File: config.mk
export PLATFORM = sky130hd
export DESIGN_NAME = nibble_mem_responder_flat
export DESIGN_NICKNAME = d
export VERILOG_FILES = /design/src/rtl/nibble_mem_responder_if.sv /design/src/rtl/nibble_mem_responder.sv /design/src/flat_wrapper.sv
export SDC_FILE = /design/constraint.sdc
export NUM_CORES = 1
export LEC_CHECK = 0
export ABC_AREA = 1
export CAP_MARGIN = 30
export CORE_MARGIN = 3
export CORE_UTILIZATION = 40
export DETAILED_ROUTE_END_ITERATION = 6
export SYNTH_ARGS = -nofsm -noshare
export SYNTH_HDL_FRONTEND = slang
export SYNTH_SLANG_ARGS = --single-unit
File: constraint.sdc
create_clock -name clk -period 9.05 [get_ports clk]
set_input_delay 0.905 -clock clk [delete_from_list [all_inputs] [get_ports clk]]
set_output_delay 0.905 -clock clk [all_outputs]
set_load 0.005 [all_outputs]
File: src/rtl/nibble_mem_responder_if.sv
// CPU nibble bus plus program-load stream and status seen by the memory responder.
// master = CPU/loader side, slave = responder.
interface nibble_mem_responder_if;
    logic [11:0] bus_addr;
    logic        bus_wr;
    logic [3:0]  bus_data_in;
    logic [3:0]  bus_data_out;
    logic        bus_data_oe;
    logic        load_start;
    logic        load_valid;
    logic [7:0]  load_data;
    logic        load_last;
    logic        load_ready;
    logic        cpu_hold;
    logic        load_ovf;

    modport master (
        output bus_addr, bus_wr, bus_data_in, load_start, load_valid, load_data, load_last,
        input  bus_data_out, bus_data_oe, load_ready, cpu_hold, load_ovf
    );

    modport slave (
        input  bus_addr, bus_wr, bus_data_in, load_start, load_valid, load_data, load_last,
        output bus_data_out, bus_data_oe, load_ready, cpu_hold, load_ovf
    );
endinterface

File: src/rtl/nibble_mem_responder.sv
// Nibble RAM responder with byte-stream program loader; reads are combinational (0 cycles),
// loader accepts one byte per 2 cycles via load_ready and holds the CPU in reset until done.
module nibble_mem_responder #(
    parameter int         AW       = 8,
    parameter logic [3:0] OOR_DATA = 4'hF
) (
    input  logic                   clk,
    input  logic                   reset,
    nibble_mem_responder_if.slave  bus
);
    localparam int DEPTH = 2 ** AW;

    typedef enum logic [1:0] {WAIT, LOAD_LO, LOAD_HI, RUN} state_t;

    state_t      state_q, state_d;
    logic [AW:0] ptr_q, ptr_d;
    logic [3:0]  hi_q, hi_d;
    logic        last_q, last_d;
    logic        ovf_q, ovf_d;
    logic        hold_q, hold_d;

    logic [3:0]    mem_q [DEPTH];
    logic          mem_we;
    logic [AW-1:0] mem_waddr;
    logic [3:0]    mem_wdata;

    logic ptr_in_range;
    logic addr_in_range;

    // The pointer has one extra bit so it can park at DEPTH instead of wrapping.
    assign ptr_in_range  = !ptr_q[AW];
    assign addr_in_range = (bus.bus_addr < 12'(DEPTH));

    always_comb begin
        state_d   = state_q;
        ptr_d     = ptr_q;
        hi_d      = hi_q;
        last_d    = last_q;
        ovf_d     = ovf_q;
        mem_we    = 1'b0;
        mem_waddr = ptr_q[AW-1:0];
        mem_wdata = bus.load_data[3:0];

        case (state_q)
            WAIT: begin
                if (bus.load_start) begin
                    state_d = LOAD_LO;
                    ptr_d   = '0;
                    ovf_d   = 1'b0;
                end
            end
            LOAD_LO: begin
                if (bus.load_valid) begin
                    hi_d    = bus.load_data[7:4];
                    last_d  = bus.load_last;
                    state_d = LOAD_HI;
                    if (ptr_in_range) mem_we = 1'b1;
                    else              ovf_d  = 1'b1;
                end
            end
            LOAD_HI: begin
                // ptr is always even, so ptr+1 is in range exactly when ptr is.
                mem_waddr = ptr_q[AW-1:0] + AW'(1);
                mem_wdata = hi_q;
                if (ptr_in_range) begin
                    mem_we = 1'b1;
                    ptr_d  = ptr_q + (AW+1)'(2);
                end else begin
                    ovf_d = 1'b1;
                end
                state_d = last_q ? RUN : LOAD_LO;
            end
            RUN: begin
                // CPU write data may settle late, so every write edge rewrites the cell.
                if (bus.bus_wr && addr_in_range) begin
                    mem_we    = 1'b1;
                    mem_waddr = bus.bus_addr[AW-1:0];
                    mem_wdata = bus.bus_data_in;
                end
                if (bus.load_start) begin
                    state_d = LOAD_LO;
                    ptr_d   = '0;
                    ovf_d   = 1'b0;
                end
            end
            default: state_d = WAIT;
        endcase

        hold_d = (state_d != RUN);
    end

    always_ff @(posedge clk) begin
        if (reset) begin
            state_q <= WAIT;
            ptr_q   <= '0;
            hi_q    <= '0;
            last_q  <= 1'b0;
            ovf_q   <= 1'b0;
            hold_q  <= 1'b1;
        end else begin
            state_q <= state_d;
            ptr_q   <= ptr_d;
            hi_q    <= hi_d;
            last_q  <= last_d;
            ovf_q   <= ovf_d;
            hold_q  <= hold_d;
        end
    end

    // RAM is not cleared by reset; a write pending in the reset cycle is discarded.
    always_ff @(posedge clk) begin
        if (mem_we && !reset) mem_q[mem_waddr] <= mem_wdata;
    end

    always_comb begin
        bus.bus_data_out = 4'h0;
        bus.bus_data_oe  = 1'b0;
        if (state_q == RUN) begin
            bus.bus_data_oe  = !bus.bus_wr;
            bus.bus_data_out = addr_in_range ? mem_q[bus.bus_addr[AW-1:0]] : OOR_DATA;
        end
    end

    assign bus.load_ready = (state_q == LOAD_LO);
    assign bus.cpu_hold   = hold_q;
    assign bus.load_ovf   = ovf_q;
endmodule

File: src/flat_wrapper.sv
// flat-port wrapper written by rule: the top's interface ports become plain ports
module nibble_mem_responder_flat 
#(
    parameter int         AW       = 8,
    parameter logic [3:0] OOR_DATA = 4'hF
)
  (clk, reset, bus_bus_addr, bus_bus_wr, bus_bus_data_in, bus_load_start, bus_load_valid, bus_load_data, bus_load_last, bus_bus_data_out, bus_bus_data_oe, bus_load_ready, bus_cpu_hold, bus_load_ovf);
  nibble_mem_responder_if bus_i ();
  input  logic clk;
  input  logic reset;
  input wire logic [$bits(bus_i.bus_addr)-1:0] bus_bus_addr;
  input wire logic [$bits(bus_i.bus_wr)-1:0] bus_bus_wr;
  input wire logic [$bits(bus_i.bus_data_in)-1:0] bus_bus_data_in;
  input wire logic [$bits(bus_i.load_start)-1:0] bus_load_start;
  input wire logic [$bits(bus_i.load_valid)-1:0] bus_load_valid;
  input wire logic [$bits(bus_i.load_data)-1:0] bus_load_data;
  input wire logic [$bits(bus_i.load_last)-1:0] bus_load_last;
  output wire logic [$bits(bus_i.bus_data_out)-1:0] bus_bus_data_out;
  output wire logic [$bits(bus_i.bus_data_oe)-1:0] bus_bus_data_oe;
  output wire logic [$bits(bus_i.load_ready)-1:0] bus_load_ready;
  output wire logic [$bits(bus_i.cpu_hold)-1:0] bus_cpu_hold;
  output wire logic [$bits(bus_i.load_ovf)-1:0] bus_load_ovf;
  assign bus_i.bus_addr = bus_bus_addr;
  assign bus_i.bus_wr = bus_bus_wr;
  assign bus_i.bus_data_in = bus_bus_data_in;
  assign bus_i.load_start = bus_load_start;
  assign bus_i.load_valid = bus_load_valid;
  assign bus_i.load_data = bus_load_data;
  assign bus_i.load_last = bus_load_last;
  assign bus_bus_data_out = bus_i.bus_data_out;
  assign bus_bus_data_oe = bus_i.bus_data_oe;
  assign bus_load_ready = bus_i.load_ready;
  assign bus_cpu_hold = bus_i.cpu_hold;
  assign bus_load_ovf = bus_i.load_ovf;
  nibble_mem_responder #(.AW(AW), .OOR_DATA(OOR_DATA)) u_core (.clk(clk), .reset(reset), .bus(bus_i));
endmodule
---- Word level (Yosys, flattened, before mapping) ----
Memories as Yosys holds them, arrays and structs flattened.
Index checks and enable logic that the tools add are counted.
storage, ports and cells
  register bits after elaboration ......... 18
  bits in latches ......................... 0
  RAM bits ................................ 1024
  ROM bits ................................ 0
  output and inout port bits .............. 8
  word-level logic and storage cells ...... 53
  memories ................................ 1
memory list
  memory        words  width  read ports  clocked after Yosys merged registers in  write ports  line                        RTL
  u_core.mem_q  256    4      1           0                                        1            nibble_mem_responder.sv:22  logic [3:0] mem_q [DEPTH];
operators by class
  $add $sub $neg .......................... 2
  multipliers ............................. 0
  divide/modulo/power cells ............... 0
  magnitude comparators ................... 1
  eq/ne operators ......................... 7
  shifts and indexed selects .............. 0
  multiplexer cells ....................... 24
  bitwise gates (word level) .............. 0
  reduce and logical (&&, ||, !) cells .... 11
operators by type and width
  operator                                                count
  2-to-1 mux 9 bit                                        2
  one-hot mux 9 bit (2 select lines)                      1
  one-hot mux 8 bit (2 select lines)                      1
  < comparator 12 x 9 -> 1 bit (second input constant)    1
  2-to-1 mux 4 bit                                        3
  adder 9 x 2 -> 9 bit (second input constant)            1
  2-to-1 mux 1 bit                                        9
  adder 8 x 1 -> 8 bit (second input constant)            1
  2-to-1 mux 8 bit                                        1
  one-hot mux 4 bit (2 select lines)                      1
  2-to-1 mux 2 bit                                        3
  inequality test 2 bit (second input constant)           3
  one-hot mux 1 bit (3 select lines)                      2
  one-hot mux 2 bit (3 select lines)                      1
  AND reduction 2 bit                                     3
  == test 2 bit (second input constant)                   2
  AND reduction 3 bit                                     1
  == test 2 x 1 -> 1 bit (second input constant)          1
  logical AND 1 bit                                       2
  zero test 1 bit                                         2
  zero test 2 bit                                         1
  inequality test 2 x 1 -> 1 bit (second input constant)  1
  nonzero test 2 bit                                      1
  OR reduction 2 bit                                      1

---- Logic depth before layout (Yosys ltp) ----
Gate-level depths: netlist of the first run.
  word-level depth ........................ 7
  depth in mapped cells ................... 16
  mapped depth without buffers ............ 14

---- Worst setup path before layout of the first run ----
No wires, ideal clock.
  path type ............................... input-to-reg
  from .................................... in bus_bus_addr[9]
  to ...................................... mem u_core.mem_q[0][0] (data pin)
  setup time .............................. 1533 ps
  data arrival time ....................... 7939 ps
  slack ................................... -422 ps
  stages .................................. 6
  path buffers ............................ 0
  cells stage by stage .................... nor2_1 nand2_1 inv_2 nand2_4 a21oi_1 o211ai_1
on the way
  word-level cells in the longest chain between the ends .. 4
RTL lines
  what                                line                        RTL
  from (decl)                         flat_wrapper.sv:11          input wire logic [$bits(bus_i.bus_addr)-1:0] bus_bus_addr;
  < comparator 12 x 9 -> 1 bit        nibble_mem_responder.sv:32  assign addr_in_range = (bus.bus_addr < 12'(DEPTH));
  logical AND 1 bit                   nibble_mem_responder.sv:75  if (bus.bus_wr && addr_in_range) begin
  2-to-1 mux 4 bit                    nibble_mem_responder.sv:75
  one-hot mux 4 bit (2 select lines)  nibble_mem_responder.sv:44  case (state_q)
  via u_core.mem_wdata[0]             nibble_mem_responder.sv:25  logic [3:0] mem_wdata;
  to (decl)                           nibble_mem_responder.sv:22
The timed path passes the listed nets, and every way through them passes these cells.

---- Worst setup path after layout of the first run ----
  from .................................... in bus_bus_addr[1]
  to ...................................... out bus_bus_data_out[3]
on the way
  word-level cells in the longest chain between the ends .. 3
  elaborated cells on any way between the ends .. 4
RTL lines
  what                                                                       line                         RTL
  memory read (256 x 4 bit) or < comparator 12 x 9 -> 1 bit (tied branches)  -
  2-to-1 mux 4 bit (*)                                                       nibble_mem_responder.sv:120  bus.bus_data_out = addr_in_range ? mem_q[bus.bus_addr[AW-1:0]] : OOR_DATA;
  2-to-1 mux 4 bit (*)                                                       nibble_mem_responder.sv:118  if (state_q == RUN) begin
  to (decl)                                                                  flat_wrapper.sv:18           output wire logic [$bits(bus_i.bus_data_out)-1:0] bus_bus_data_out;
Mark *: on every way between the ends. The rest lies on a longest branch, timed or not.

==> impl_summary.log, run 1 <==
[metrics] status: complete, no violations
[metrics] critical path start-end classification: in2out
[metrics] maximum fanout encountered on the critical timing path: 137
[metrics] antenna-violating nets left: 0
[metrics] Initial Utilization: 40.4%
[metrics] mean cell area of the mapped netlist: 11.2 um^2
[metrics] top area cells in the synthesized netlist: edfxtp_1 (71%), nand3_1 (12%), nand2_1 (9.6%)
[metrics] net switching power: 2760 uW
[metrics] number of instances in the synthesized netlist: 3852
[metrics] standard cell core area: 0.107 mm^2
[metrics] number of CTS-inserted buffers: 107
[metrics] share of power burned in combinational logic: 9.9%
[metrics] clk slew on worst S/H paths: 0.06 ns
[metrics] required time at the endpoint of the critical path: 8.15 ns
[metrics] cts repair resizes: 0
[metrics] Final Cell Area: 0.0483 mm^2
[metrics] most frequent cell after synthesis: nand2_1
[metrics] hold-fix buffers at CTS: 0
[metrics] dpl hpwl: 62700 um
[metrics] final cell utilization of the core: 45.0%
[metrics] CTS tree: yes
[metrics] Power Density: 232 mW/mm^2
[metrics] y dimension of the die: 335 um
[metrics] final-report setup violation count: 0
[metrics] maxcap violations: 0
[metrics] DRT Pass-1 Iters: 6
[metrics] post-route worst setup slack: 3.31 ns
[metrics] via count of the first global-routing pass: 27900
[metrics] area of the mapped netlist: 0.0433 mm^2
[metrics] Initial DRC Count: 3138
[metrics] worst clock skew: 0.0343 ns
[metrics] unrepaired setup endpoints after global routing: false
[metrics] commonest register cell after synthesis: edfxtp_1
[metrics] detail-routed net length per standard cell: 22.1 um
[metrics] synthesized netlist net count: 3887
[metrics] headroom to the max-slew limit: 20.4%
[metrics] ratio of cells with drive above 1 in the final layout: 6.06%
[metrics] WP buf/inv: 5
[metrics] slowest stage cell on the critical path: inv_8
[metrics] final period utilization: 63.5%
[metrics] fraction of registers with async set/reset: 0%
[metrics] post-synth top area share: 71.0%
[metrics] measured slew at the worst slew-check pin: 1.19 ns
[metrics] number of antenna violations at the first check in global routing: 2
[metrics] die outline area: 0.112 mm^2
[metrics] area grow syn2layout: 11.5%
[metrics] share of total power in sequential cells: 50.6%
[metrics] H-tree lvl count: 3
[metrics] worst slack, placed: 3.31 ns
[metrics] area of placed instances: 0.0447 mm^2
[metrics] vias per cell: 5.48
[metrics] worst hold margin: 0.490 ns
[metrics] Fin. Hold Viols: 0
[metrics] top cell type by total area after synthesis: edfxtp_1
[metrics] Critical Path Most Common Cell: nand3_1
[metrics] insertion delay of the later-clocked pin in the worst-skew pair: 0.68 ns
[metrics] CP delay by family, top: buffers and inverters
[metrics] count of unique library cells instantiated by Yosys: 29
[metrics] LEAKAGE: 0.0164 uW
[metrics] worst path cell trace: clkbuf_8, inv_8, buf_12, nand3_1, nand3_1, nand3_1, nand3_1, nand3_1, nand2_1, nand2_1, nand3_1, nand3_1, nand2_1, inv_1, clkdlybuf4s50_1
[metrics] Total GRT Usage: 20.4%
[metrics] total power of the final layout: 11200 uW
[metrics] type of element launching the critical path: primary input
[metrics] worst min path class: reg2reg
[metrics] GRT overflow: 0
[metrics] count of state elements after synthesis: 1041
[metrics] Post CTS Setup Buffer Count: 0
[metrics] worst-case vdd ir drop: 0.150 mV
[metrics] Net count, final: 3808
[metrics] Port Buf Inserts: 37
[metrics] internal power summed over all cells: 8420 uW
[metrics] element type at the critical path end: output pin
[metrics] sequential fraction of the synthesis area: 71.8%
[metrics] clk sink count: 1041
[metrics] minimum clock period after layout: 5.74 ns
[metrics] pin count of the biggest net entering global routing: 224
[metrics] Max Clk Rate: 174 MHz
[metrics] max-slew violations: 0
[metrics] largest incremental delay on the critical path: 0.74 ns
[metrics] cell at the root of the clock tree: clkbuf_16
[metrics] Ports: 38
[metrics] Synth Warn #: 0
[metrics] row count: 120
[metrics] commonest cells in the synthesized netlist: nand2_1 (1108), edfxtp_1 (1024), nand3_1 (1008)
[metrics] Clk pwr share: 39.5%
[metrics] Placer Congestion: 0.813
[metrics] Chip Width: 335 um
[metrics] count of unresolved DRC violations after routing: 0
[metrics] global-route wire length before repair: 174000 um
[metrics] switch share: 24.7%
[metrics] routed wire length: 116000 um
[metrics] buffer levels on the longest clock path: 3
[metrics] detailed-route via count: 28900
[metrics] Post-synth EDFFs: 1024
[metrics] arrival time of the worst setup path: 4.84 ns
## path summary, 6_finish.rpt
path | start | endpoint | slack [ns] | cells after the start
max | bus_bus_addr[1] | bus_bus_data_out[3] | 3.31 | 15
min | u_core.hi_q[3] | u_core.hi_q[3] | 0.49 | 2
max reg2reg | u_core.state_q[1] | u_core.mem_q[229][0] | 5.19 | 9
min reg2reg | u_core.hi_q[3] | u_core.hi_q[3] | 0.49 | 2
## state kept, by name, summed over array words and instances (netlist names)
register,cells
u_core.bus.cpu_hold,1
u_core.hi_q,4
u_core.ptr_q,8
u_core.bus.load_ovf,1
u_core.state_q,2
u_core.mem_q,1024
u_core.last_q,1
## per-stage QoR
step	cells	setup TNS [ns]
after floorplan	3852	-393.06
after global placement	5064	0
after detailed placement	5064	0
after CTS	5260	0
after global routing	5263	0
final	5264	0
## power groups by stage
stage	combinational [uW]	sequential (uW)	clock (uW)
after floorplan	618	5960	0
after global placement	1110	5760	0
after detailed placement	1110	5760	0
after CTS	1110	5660	4470
after global routing	1220	5660	4670
final	1110	5660	4410
## worst reg2reg max path, stage by stage (launching register included)
cell and delay (ns):
dfxtp_1 0.38, ha_1 0.53, inv_2 0.15, nor2_8 0.24, inv_6 0.09, nor2_8 0.15
o22ai_1 0.16, nor2_1 0.32, nand3_2 0.82, nor2_1 0.68
## area by class of cell
class / instances / area [um^2]
clock buffer: 130 / 2790
inverter: 66 / 270
antenna: 1 / 2.50
timing repair buffer: 71 / 749
sequential: 1041 / 31100
tap: 1403 / 1760
fill: 9833 / 58900
multi-input combinational: 2486 / 10900
clock inverter: 66 / 724
## cell usage in the layout, fill, tap and decap left out, drive strengths merged
cell type and n:
buf 38, edfxtp 1024, bufinv 13, a22oi 1, a211oi 3, clkbuf 131, dfxtp 17, clkdlybuf4s50 32
ha 5, diode 1, a21oi 15, nand3 1010, clkinv 47, inv 65, o22ai 8, nor2 307
nor3 9, clkinvlp 7, nand2 1115, a221oi 1, o211ai 4, o21ai 8
## cells by family after synthesis
| logic type | after synthesis | share of synthesized area [%] |
|---|---|---|
| adder cells (fa/ha/maj) | 5 | 0.145 |
| buffers and inverters | 325 | 3.15 |
| AND/OR/NAND/NOR | 2441 | 24.3 |
| flip-flops | 1041 | 71.8 |
| AO/OA/AOI/OAI | 40 | 0.598 |
## metal layers
layer	up-vias	GRT usage (%)	share of wire (%)
li1	13400	-	-
met1	14100	28.2	43
met2	1199	33.0	47
met3	189	3.42	7.8
met4	0	6.58	3.1
met5	-	0	0
(Power assumes the default switching activity.)
==> run 2, diff against run 1 <==
==> constraint.sdc (replaced) <==
create_clock -name clk -period 5.35 [get_ports clk]
set_input_delay 0.535 -clock clk [delete_from_list [all_inputs] [get_ports clk]]
set_output_delay 0.535 -clock clk [all_outputs]
set_load 0.005 [all_outputs]
==> impl_summary.log, run 2 (synthesis results as in run 1) <==
[metrics] status: complete, no violations (unchanged)
[metrics] Hold Path End: u_core.hi_q[2] (was u_core.hi_q[3])
[metrics] worst min path class: reg2reg (unchanged)
[metrics] detailed-route via count: 29100 (was 28900)
[metrics] share of power burned in combinational logic: 10.0% (was 9.9%)
[metrics] routed wire length: 115000 um (was 116000 um)
[metrics] Fin. Hold Viols: 0 (unchanged)
[metrics] worst reg2reg endpoint: u_core.mem_q[34][3] (was u_core.mem_q[229][0])
[metrics] clk slew on worst S/H paths: 0.05 ns (was 0.06 ns)
[metrics] DRT Pass-1 Iters: 5 (was 6)
[metrics] y dimension of the die: 335 um (unchanged)
[metrics] share of total power in sequential cells: 50.1% (was 50.6%)
[metrics] via count of the first global-routing pass: 27900 (about the same)
[metrics] Initial DRC Count: 3221 (was 3138)
[metrics] H-tree lvl count: 3 (unchanged)
[metrics] final-report setup violation count: 0 (unchanged)
[metrics] Most Crowded Layer GR: met2 (unchanged)
[metrics] Net count, final: 3827 (was 3808)
[metrics] multi-input gate area in the final layout: 0.0109 mm^2 (about the same)
[metrics] measured slew at the worst slew-check pin: 1.18 ns (was 1.19 ns)
[metrics] registers with the most flip-flops: u_core.mem_q x1024, u_core.ptr_q x8, u_core.hi_q x4 (unchanged)
[metrics] worst slack, placed: 1.02 ns (was 3.31 ns)
[metrics] register with the most flip-flops: u_core.mem_q (unchanged)
[metrics] internal power summed over all cells: 14400 uW (was 8420 uW)
[metrics] area used by sequential logic in the layout: 0.0311 mm^2 (about the same)
[metrics] Power Density: 393 mW/mm^2 (was 232 mW/mm^2)
[metrics] CTS tree: yes (unchanged)
[metrics] most common cell after layout, fill and taps aside: nand2_1 (unchanged)
[metrics] max-slew violations: 0 (unchanged)
[metrics] headroom to the max-slew limit: 21.6% (was 20.4%)
[metrics] antenna-violating nets left: 0 (unchanged)
[metrics] flip-flop count of the largest register after layout: 1024 (unchanged)
[metrics] met2 routing resource usage after global routing: 32.5% (was 33.0%)
[metrics] maxcap violations: 0 (unchanged)
[metrics] maximum fanout encountered on the critical timing path: 100 (was 137)
[metrics] final period utilization: 82.0%
[metrics] Port Buf Inserts: 37 (unchanged)
[metrics] post-route worst setup slack: 0.964 ns (was 3.31 ns)
[metrics] Clk pwr share: 39.9% (was 39.5%)
[metrics] minimum clock period after layout: 4.39 ns
[metrics] Post CTS Setup Buffer Count: 0 (unchanged)
[metrics] hold-fix buffers at CTS: 0 (unchanged)
[metrics] worst reg2reg setup slack: 1.32 ns (was 5.19 ns)
[metrics] row count: 120 (unchanged)
[metrics] FF-to-FF Start: u_core.state_q[1] (unchanged)
[metrics] GRT overflow: 0 (unchanged)
[metrics] Total GRT Usage: 20.3% (was 20.4%)
[metrics] count of unresolved DRC violations after routing: 0 (unchanged)
[metrics] arrival time of the worst setup path: 3.85 ns (was 4.84 ns)
[metrics] required time at the endpoint of the critical path: 4.82 ns (was 8.15 ns)
[metrics] fill count: 9834 (was 9833)
[metrics] area grow syn2layout: 12.4% (was 11.5%)
[metrics] detail-routed net length per standard cell: 21.8 um (was 22.1 um)
[metrics] worst hold margin: 0.483 ns (was 0.490 ns)
[metrics] insertion delay of the later-clocked pin in the worst-skew pair: 0.70 ns (was 0.68 ns)
[metrics] critical path start-end classification: in2out (unchanged)
[metrics] Max Clk Rate: 228 MHz
[metrics] number of antenna violations at the first check in global routing: 2 (unchanged)
[metrics] standard cell core area: 0.107 mm^2 (unchanged)
[metrics] Placer Congestion: 0.846 (was 0.813)
[metrics] Ports: 38 (unchanged)
[metrics] cts repair resizes: 0 (unchanged)
[metrics] cell at the root of the clock tree: clkbuf_16 (unchanged)
[metrics] worst r2r path cells: 8 (was 9)
[metrics] buffer levels on the longest clock path: 3 (unchanged)
[metrics] vias per cell: 5.51 (was 5.48)
[metrics] unrepaired setup endpoints after global routing: false (unchanged)
[metrics] start point of the worst hold path: u_core.hi_q[2] (was u_core.hi_q[3])
[metrics] ratio of cells with drive above 1 in the final layout: 6.62% (was 6.06%)
[metrics] setup TNS: 0 ns (unchanged)
[metrics] Chip Width: 335 um (unchanged)
[metrics] met3 demand-to-capacity share in global routing: 3.21% (was 3.42%)
[metrics] die outline area: 0.112 mm^2 (unchanged)
[metrics] switch share: 24.8% (was 24.7%)
[metrics] clk sink count: 1041 (unchanged)
[metrics] net switching power: 4740 uW (was 2760 uW)
[metrics] area of placed instances: 0.0450 mm^2 (was 0.0447 mm^2)
[metrics] type of element launching the critical path: primary input (unchanged)
[metrics] number of CTS-inserted buffers: 108 (was 107)
[metrics] LEAKAGE: 0.0167 uW (was 0.0164 uW)
[metrics] Initial Utilization: 40.4% (unchanged)
[metrics] worst-case vdd ir drop: 0.294 mV (was 0.150 mV)
[metrics] worst clock skew: 0.0291 ns (was 0.0343 ns)
[metrics] global-route wire length before repair: 175000 um (was 174000 um)
[metrics] most used cells in the layout excluding fill and tap cells: nand2_1 (1108), edfxtp_1 (1024), nand3_1 (1008), nor2_1 (298), clkbuf_16 (108) (was nand2_1 (1101), edfxtp_1 (1024), nand3_1 (1007), nor2_1 (297), clkbuf_16 (108))
[metrics] pin count of the biggest net entering global routing: 177 (was 224)
[metrics] met1 track utilization from global routing: 28.8% (was 28.2%)
[metrics] dpl hpwl: 66100 um (was 62700 um)
[metrics] worst hold path cell count: 2 (unchanged)
[metrics] element type at the critical path end: output pin (unchanged)
[metrics] total power of the final layout: 19100 uW (was 11200 uW)
[metrics] Final Cell Area: 0.0487 mm^2 (was 0.0483 mm^2)
-- run 2: changes by cell type in the layout (fill, tap and decap cells not counted), sizes merged --
| cell | change |
|---|---|
| buf | +19 |
| clkbuf | -1 |
| clkinv | +3 |
| clkinvlp | -1 |
| inv | +5 |
-- run 2: per-layer routing --
metal	share of wire, %	wire [um]	up-vias
li1	-	-	13400
met1	43	49600	14400
met2	47	54400	1121
met3	7.4	8520	164
met4	2.4	2790	6
met5	0.036	42	-
-- run 2: stage by stage --
step           cells  util, %
6_report        5289     45.4
3_5_place_dp    5085     42.0
3_3_place_gp    5085     42.0
4_1_cts         5288     45.4
2_1_floorplan   3852        -
5_1_grt         5288     45.4
-- run 2: critical path, stage by stage --
cell and delay (ns):
buf_8 0.28, inv_8 0.36, buf_4 0.54, nand2_1 0.10
nand3_1 0.09, nand3_1 0.08, nand3_1 0.13, nand3_1 0.24
nand3_1 0.26, nand2_1 0.07, nand2_1 0.06, nand3_1 0.10
nand3_1 0.22, nand2_1 0.08, inv_1 0.07, clkdlybuf4s50_1 0.49
-- run 2: area by class of cell --
| cell class | instances | share of cell area [%] |
|---|---|---|
| Antenna cell | 1 | 0.00514 |
| Inverter | 66 | 0.555 |
| Multi-Input combinational cell | 2486 | 22.3 |
| Sequential cell | 1041 | 63.9 |
| Tap cell | 1403 | 3.61 |
| Clock buffer | 130 | 5.81 |
| Timing Repair Buffer | 89 | 2.12 |
| Clock inverter | 73 | 1.68 |
-- run 2: worst max path at each step --
stage,startpoint,end,cells after the start
2_1_floorplan,bus_bus_addr[9],u_core.mem_q[0][0],6
3_3_place_gp,bus_bus_addr[0],bus_bus_data_out[2],16
3_5_place_dp,bus_bus_addr[0],bus_bus_data_out[3],16
4_1_cts,bus_bus_addr[0],bus_bus_data_out[3],16
5_1_grt,bus_bus_addr[0],bus_bus_data_out[3],16
6_report,bus_bus_addr[0],bus_bus_data_out[1],16
-- run 2: power groups by stage --
stage	combinational [uW]	clock, uW	sequential [uW]
floorplan	1050	0	10100
global placement	1920	0	9740
detailed placement	1920	0	9740
CTS	1930	7740	9570
global route	2090	8100	9570
finish	1910	7630	9580
